<file path="src/rtl/tge_tx_scheduler.sv">
`timescale 1ns/1ps
// tge_tx_scheduler: test-packet generator and transmit sequencer for the
// gbe0 10GbE core, with status counters for the software registers.
//
// Ports:
//   user_clk, user_rst        clock, synchronous active-high reset
//   enable                    run/stop
//   pkt_len                   words per packet (0 treated as 1), sampled at start
//   period                    cycles between packet start ticks (0 treated as 1)
//   tx_afull                  almost-full backpressure from the core
//   tx_valid, tx_data,
//   tx_end_of_frame           registered transmit word to the core
//   txfull_ctr                rising edges of tx_afull (saturating)
//   pkt_ctr                   packets completed (wrapping)
//   skip_ctr                  ticks dropped while one was pending (saturating)
//   wdog_flag                 sticky stall-timeout flag
//
// Optional feature: define TGE_TX_SCHED_WDOG_EN to enable the stall
// watchdog (WDOG_CYCLES). Without it, STALL waits forever and wdog_flag is 0.

module tge_tx_scheduler #(
    parameter int unsigned CTR_WIDTH   = 32,
    parameter int unsigned LEN_WIDTH   = 16,
    parameter int unsigned WDOG_CYCLES = 1024
) (
    input  logic                 user_clk,
    input  logic                 user_rst,
    input  logic                 enable,
    input  logic [LEN_WIDTH-1:0] pkt_len,
    input  logic [31:0]          period,
    input  logic                 tx_afull,
    output logic                 tx_valid,
    output logic [63:0]          tx_data,
    output logic                 tx_end_of_frame,
    output logic [CTR_WIDTH-1:0] txfull_ctr,
    output logic [CTR_WIDTH-1:0] pkt_ctr,
    output logic [CTR_WIDTH-1:0] skip_ctr,
    output logic                 wdog_flag
);

    typedef enum logic [1:0] {
        IDLE  = 2'd0,
        SEND  = 2'd1,
        STALL = 2'd2
    } state_e;

    state_e               state_q, state_d;
    logic [31:0]          period_cnt_q, period_cnt_d;
    logic                 pending_q, pending_d;
    logic                 afull_q;
    logic [LEN_WIDTH-1:0] len_q, len_d;
    logic [LEN_WIDTH-1:0] word_idx_q, word_idx_d;
    logic [31:0]          seq_q, seq_d;
    logic                 tx_valid_q, tx_valid_d;
    logic [63:0]          tx_data_q, tx_data_d;
    logic                 tx_eof_q, tx_eof_d;
    logic [CTR_WIDTH-1:0] txfull_q, txfull_d;
    logic [CTR_WIDTH-1:0] pkt_q, pkt_d;
    logic [CTR_WIDTH-1:0] skip_q, skip_d;

    logic tick;
    logic start;
    logic last_word;
    logic abort_w;

`ifdef TGE_TX_SCHED_WDOG_EN
    logic [31:0] stall_cnt_q, stall_cnt_d;
    logic        abort_q, abort_d;
    logic        wdog_q, wdog_d;

    assign abort_w   = abort_q;
    assign wdog_flag = wdog_q;
`else
    localparam int unsigned wdog_cycles_unused = WDOG_CYCLES;

    assign abort_w   = 1'b0;
    assign wdog_flag = 1'b0;
`endif

    // Period counter, pending tick and status counters
    always_comb begin
        tick  = enable && (period_cnt_q == '0);
        start = (state_q == IDLE) && pending_q && enable && !afull_q;

        period_cnt_d = period_cnt_q;
        if (!enable) begin
            period_cnt_d = '0;
        end else if (tick) begin
            period_cnt_d = (period == 32'd0) ? 32'd0 : period - 32'd1;
        end else begin
            period_cnt_d = period_cnt_q - 32'd1;
        end

        // A new tick wins over consumption, so tick+start keeps pending set
        pending_d = pending_q;
        if (!enable) begin
            pending_d = 1'b0;
        end else if (tick) begin
            pending_d = 1'b1;
        end else if (start) begin
            pending_d = 1'b0;
        end

        skip_d = skip_q;
        if (tick && pending_q && !start && !(&skip_q)) begin
            skip_d = skip_q + CTR_WIDTH'(1);
        end

        txfull_d = txfull_q;
        if (tx_afull && !afull_q && !(&txfull_q)) begin
            txfull_d = txfull_q + CTR_WIDTH'(1);
        end
    end

    // Packet FSM; d-side values are the outputs for the next cycle.
    // In SEND, word_idx_q is the word on the bus; in STALL it is the
    // next word to send.
    always_comb begin
        state_d    = state_q;
        len_d      = len_q;
        word_idx_d = word_idx_q;
        seq_d      = seq_q;
        pkt_d      = pkt_q;
        tx_valid_d = 1'b0;
        tx_eof_d   = 1'b0;
        tx_data_d  = '0;
        last_word  = abort_w || (word_idx_q == len_q - LEN_WIDTH'(1));
`ifdef TGE_TX_SCHED_WDOG_EN
        stall_cnt_d = '0;
        abort_d     = abort_q;
        wdog_d      = wdog_q;
`endif

        unique case (state_q)
            IDLE: begin
`ifdef TGE_TX_SCHED_WDOG_EN
                abort_d = 1'b0;
`endif
                if (start) begin
                    len_d      = (pkt_len == '0) ? LEN_WIDTH'(1) : pkt_len;
                    word_idx_d = '0;
                    state_d    = SEND;
                    tx_valid_d = 1'b1;
                    tx_data_d  = {seq_q, 32'd0};
                    tx_eof_d   = (len_d == LEN_WIDTH'(1));
                end
            end
            SEND: begin
                if (last_word) begin
                    state_d = IDLE;
                    if (!abort_w) begin
                        pkt_d = pkt_q + CTR_WIDTH'(1);
                        seq_d = seq_q + 32'd1;
                    end
                end else begin
                    word_idx_d = word_idx_q + LEN_WIDTH'(1);
                    if (afull_q) begin
                        state_d = STALL;
                    end else begin
                        tx_valid_d = 1'b1;
                        tx_data_d  = {seq_q, 32'(word_idx_d)};
                        tx_eof_d   = (word_idx_d == len_q - LEN_WIDTH'(1));
                    end
                end
            end
            STALL: begin
                if (!afull_q) begin
                    state_d    = SEND;
                    tx_valid_d = 1'b1;
                    tx_data_d  = {seq_q, 32'(word_idx_q)};
                    tx_eof_d   = last_word;
                end
`ifdef TGE_TX_SCHED_WDOG_EN
                if (afull_q && !abort_q) begin
                    stall_cnt_d = stall_cnt_q + 32'd1;
                    // Abort: the next word out becomes a lone end-of-frame
                    if (stall_cnt_d == 32'(WDOG_CYCLES)) begin
                        abort_d = 1'b1;
                        wdog_d  = 1'b1;
                    end
                end
`endif
            end
            default: begin
                state_d = IDLE;
            end
        endcase
    end

    always_ff @(posedge user_clk) begin
        if (user_rst) begin
            state_q      <= IDLE;
            period_cnt_q <= '0;
            pending_q    <= 1'b0;
            afull_q      <= 1'b0;
            len_q        <= '0;
            word_idx_q   <= '0;
            seq_q        <= '0;
            tx_valid_q   <= 1'b0;
            tx_data_q    <= '0;
            tx_eof_q     <= 1'b0;
            txfull_q     <= '0;
            pkt_q        <= '0;
            skip_q       <= '0;
`ifdef TGE_TX_SCHED_WDOG_EN
            stall_cnt_q  <= '0;
            abort_q      <= 1'b0;
            wdog_q       <= 1'b0;
`endif
        end else begin
            state_q      <= state_d;
            period_cnt_q <= period_cnt_d;
            pending_q    <= pending_d;
            afull_q      <= tx_afull;
            len_q        <= len_d;
            word_idx_q   <= word_idx_d;
            seq_q        <= seq_d;
            tx_valid_q   <= tx_valid_d;
            tx_data_q    <= tx_data_d;
            tx_eof_q     <= tx_eof_d;
            txfull_q     <= txfull_d;
            pkt_q        <= pkt_d;
            skip_q       <= skip_d;
`ifdef TGE_TX_SCHED_WDOG_EN
            stall_cnt_q  <= stall_cnt_d;
            abort_q      <= abort_d;
            wdog_q       <= wdog_d;
`endif
        end
    end

    assign tx_valid        = tx_valid_q;
    assign tx_data         = tx_data_q;
    assign tx_end_of_frame = tx_eof_q;
    assign txfull_ctr      = txfull_q;
    assign pkt_ctr         = pkt_q;
    assign skip_ctr        = skip_q;

endmodule

</file>
<file path="config.mk">
export PLATFORM = sky130hd
export DESIGN_NAME = tge_tx_scheduler
export DESIGN_NICKNAME = d
export VERILOG_FILES = /design/src/rtl/tge_tx_scheduler.sv
export SDC_FILE = /design/constraint.sdc
export NUM_CORES = 1
export LEC_CHECK = 0
export BUFFER_PORTS_ARGS = -buffer_cell sky130_fd_sc_hd__buf_2
export CAP_MARGIN = 40
export CORE_ASPECT_RATIO = 0.75
export CORE_MARGIN = 4
export CORE_UTILIZATION = 40
export DETAILED_ROUTE_END_ITERATION = 10
export GPL_ROUTABILITY_DRIVEN = 0
export SKIP_CTS_REPAIR_TIMING = 1
export SYNTH_ARGS = -nofsm -noshare
export SYNTH_HDL_FRONTEND = slang
export SYNTH_SLANG_ARGS = --single-unit
</file>
<file path="constraint.sdc">
create_clock -name user_clk -period 3.3 [get_ports user_clk]
set_input_delay 0.165 -clock user_clk [delete_from_list [all_inputs] [get_ports user_clk]]
set_output_delay 0.165 -clock user_clk [all_outputs]
set_load 0.05 [all_outputs]
</file>
==> results by group <==
Worst hold path
  • Hold/Removal Path Class: in -> reg
  • Hold Path Origin: pkt_len[0]
  • Worst hold endpoint: len_q[0]$_SDFFE_PP0P_
  • Min-Delay Path Depth: 3

Drt
  • Via Count: 12,600
  • WL per Instance: 17.0 µm
  • Drt first pass iters: 6
  • Drc violations: 0
  • DR vias/cell: 5.54
  • Final wirelength: 38,700 µm
  • Initial drt markers: 953
  • ANT nets after route: 0

Critical path
  • WP data required: 3770 ps
  • Worst path bufs/invs: 3
  • R2r endpoint: seq_q[25]$_SDFFE_PP0P_
  • Largest stage delay, worst path: 520 ps
  • Arrival @ worst endpoint: 3750 ps
  • R2r worst-path depth: 11
  • R2r startpoint: len_q[0]$_SDFFE_PP0P_
  • Critical-path cell list: inv_4, ha_4, or3b_4, or4_4, a221o_1, nor4_2, nand4_1, buf_6, clkbuf_16, or4_1, a21oi_1
  • Startpoint type of the worst setup path: flip-flop
  • Delay-heaviest family, CP: simple AND/OR/NAND/NOR gates
  • Crit end category: flip-flop
  • Setup CP Type: reg -> reg
  • Max FO, Critical Path: 6
  • Crit-path slowest cell: or4_4
  • Flop-to-flop setup slack: 20 ps

Synthesis
  • Asr flop ratio synth: 0
  • Avg Synthesized Cell Area: 8.19 µm²
  • Synth unique cells: 76
  • Synth area leaders: dfxtp_1 38%, nor2_1 5.0%, xnor2_1 4.9%
  • Fraction of the yosys area taken by sequential cells: 0.376
  • Flops & latches, synth: 246
  • Syn Inst Count: 1,600
  • Synth Cell Area: 13,100 µm²
  • Commonest cells in the netlist: 246 x dfxtp_1, 173 x nor2_1, 135 x nand2_1, 84 x a21oi_1, 84 x clkbuf_1
  • EDFF count, synth: 0
  • Yosys Warn Count: 0
  • Area leader, netlist: dfxtp_1
  • Most used DFF post-synth: dfxtp_1
  • Top-area cell type share of the netlist area: 0.376
  • Most common cell in the netlist: dfxtp_1

Timing
  • Slew @ Worst Pin: 793 ps
  • Final period util: 0.993
  • F_max: 0.305 GHz
  • Clock Skews: 17.6 ps
  • Minimum hold slack: 4.47 ps
  • Setup violations, final: 0
  • Min cycle time layout: 3280 ps
  • Final slew viol count: 0
  • Final hold violations: 0
  • Slew HR: 0.467

Power and ir drop
  • LEAKAGE: 0.00620 µW
  • Peak supply drop: 0.362 mV
  • Tot Pwr: 9420 µW
  • Pwr/cell area: 584 nW/µm²

Floorplan
  • Die ar.: 35,700 µm²
  • Num rows: 57
  • Die X-Extent: 217 µm
  • Initial cell density of the core: 0.405
  • # IOs: 215
  • CORE AREA: 32,400 µm²
  • Vert. Die Dim: 165 µm

Clock tree
  • Worst-Skew Late Latency: 550 ps
  • CTS sink cnt: 246
  • CTS buffer count: 27
  • CTS tree: yes
  • Root buffer cell: clkbuf_16
  • CTS clk-pin slew, worst paths: 70 ps
  • Clock H-tree levels: 1
  • CTS Buffer Depth: 3

Place
  • IO Port Bufs: 197
  • Placed insts: 2,200
  • Detailed Place HPWL: 26,500 µm

Global routing
  • First-pass GRT wire length: 60,600 µm
  • GRT Util Overall: 0.201
  • Largest net degree at the start of global routing: 175
  • Vias in the first global route: 11,600
  • Total gr overflow: 0
  • Initial antenna violation count: 0

Layout
  • Synthesis-to-layout area growth: 23.0%
  • NumNets Final: 1,873
  • Share of cells above drive strength 1: 0.208
  • # diodes: 0
  • Finished Layout Cells: 2,275

Job
  • Max_cap viols: 0

Run status
  • Status: finished, final reports clean
[worst min-delay path: stages]
cell,delay (ps)
buf_2,110
nor2_1,120
a221oi_1,110
[layout by cell type (no fill, tap or decap), drive strengths merged, types with 21 or more instances in the layout]
cell type  count
o21ai         29
a22oi         21
nor2         173
xnor2         74
nor3b         39
o41ai         25
nand2        135
xor2          60
nand4         52
nor3          52
nor4          38
or4           39
or3           23
o31ai         31
nand3         60
and3          32
clkbuf        39
dfxtp        246
or2           27
o311ai        31
buf          270
inv           36
a21oi         84
[routing by layer]
| metal | routed length [µm] | track usage | vias to the layer above |
|---|---|---|---|
| li1 | - | - | 6227 |
| met1 | 18500 | 0.287 | 5988 |
| met2 | 17200 | 0.314 | 331 |
| met3 | 2240 | 0.0416 | 61 |
| met4 | 738 | 0.0454 | 0 |
| met5 | 0 | 0 | - |
[state kept, by name (all words and copies together) (netlist names)]
| name | flops |
|---|---|
| tx_data | 48 |
| tx_end_of_frame | 1 |
| period_cnt_q | 32 |
| state_q | 2 |
| pending_q | 1 |
| pkt_ctr | 32 |
| word_idx_q | 16 |
| seq_q | 32 |
| skip_ctr | 32 |
| txfull_ctr | 32 |
| afull_q | 1 |
| len_q | 16 |
| tx_valid | 1 |
[stage by stage]
step,worst slack [ps],util,setup TNS (ps),area [µm²]
final,22.0,0.498,0,16100
after floorplan,-2.51,-,-2.51,13200
after detailed placement,-41.0,0.455,-248,14700
after global routing,-38.7,0.498,-412,16100
after global placement,12.6,0.455,0,14700
after CTS,-77.7,0.485,-920,15700
[worst max path at each step]
stage / slack (ps) / end / cells after the start / from
2_1_floorplan: -3 / pkt_ctr[22]$_SDFFE_PP0P_ / 11 / len_q[0]$_SDFFE_PP0P_
3_3_place_gp: 10 / seq_q[21]$_SDFFE_PP0P_ / 10 / len_q[0]$_SDFFE_PP0P_
3_5_place_dp: -40 / seq_q[23]$_SDFFE_PP0P_ / 10 / len_q[0]$_SDFFE_PP0P_
4_1_cts: -80 / seq_q[23]$_SDFFE_PP0P_ / 10 / len_q[0]$_SDFFE_PP0P_
5_1_grt: -40 / seq_q[24]$_SDFFE_PP0P_ / 12 / len_q[0]$_SDFFE_PP0P_
6_report: 20 / seq_q[25]$_SDFFE_PP0P_ / 11 / len_q[0]$_SDFFE_PP0P_
[power by group]
part	internal [µW]	switching, µW
registers	3150	175
clock network	2100	1260
logic	1210	1520
[cell families (layout without fill, tap and decap cells)]
group	Yosys count	in the layout	share of synthesized area
compound gates	278	278	0.147
simple gates	749	749	0.303
fa+ha+maj	8	8	0.00764
flops	246	246	0.376
other cells	1	17	0.000286
xor+xnor	139	139	0.0984
mux	18	18	0.0147
buf+inv	161	378	0.0534
[cell type report]
class	count	area (µm²)
Sequential cell	246	4930
Inverter	37	141
Fill cell	3171	16300
Clock buffer	35	766
Timing Repair Buffer	292	1880
Clock inverter	14	225
Tap cell	442	553
Multi-Input combinational cell	1209	7630
No activity file was read; power rests on OpenSTA's default activity.
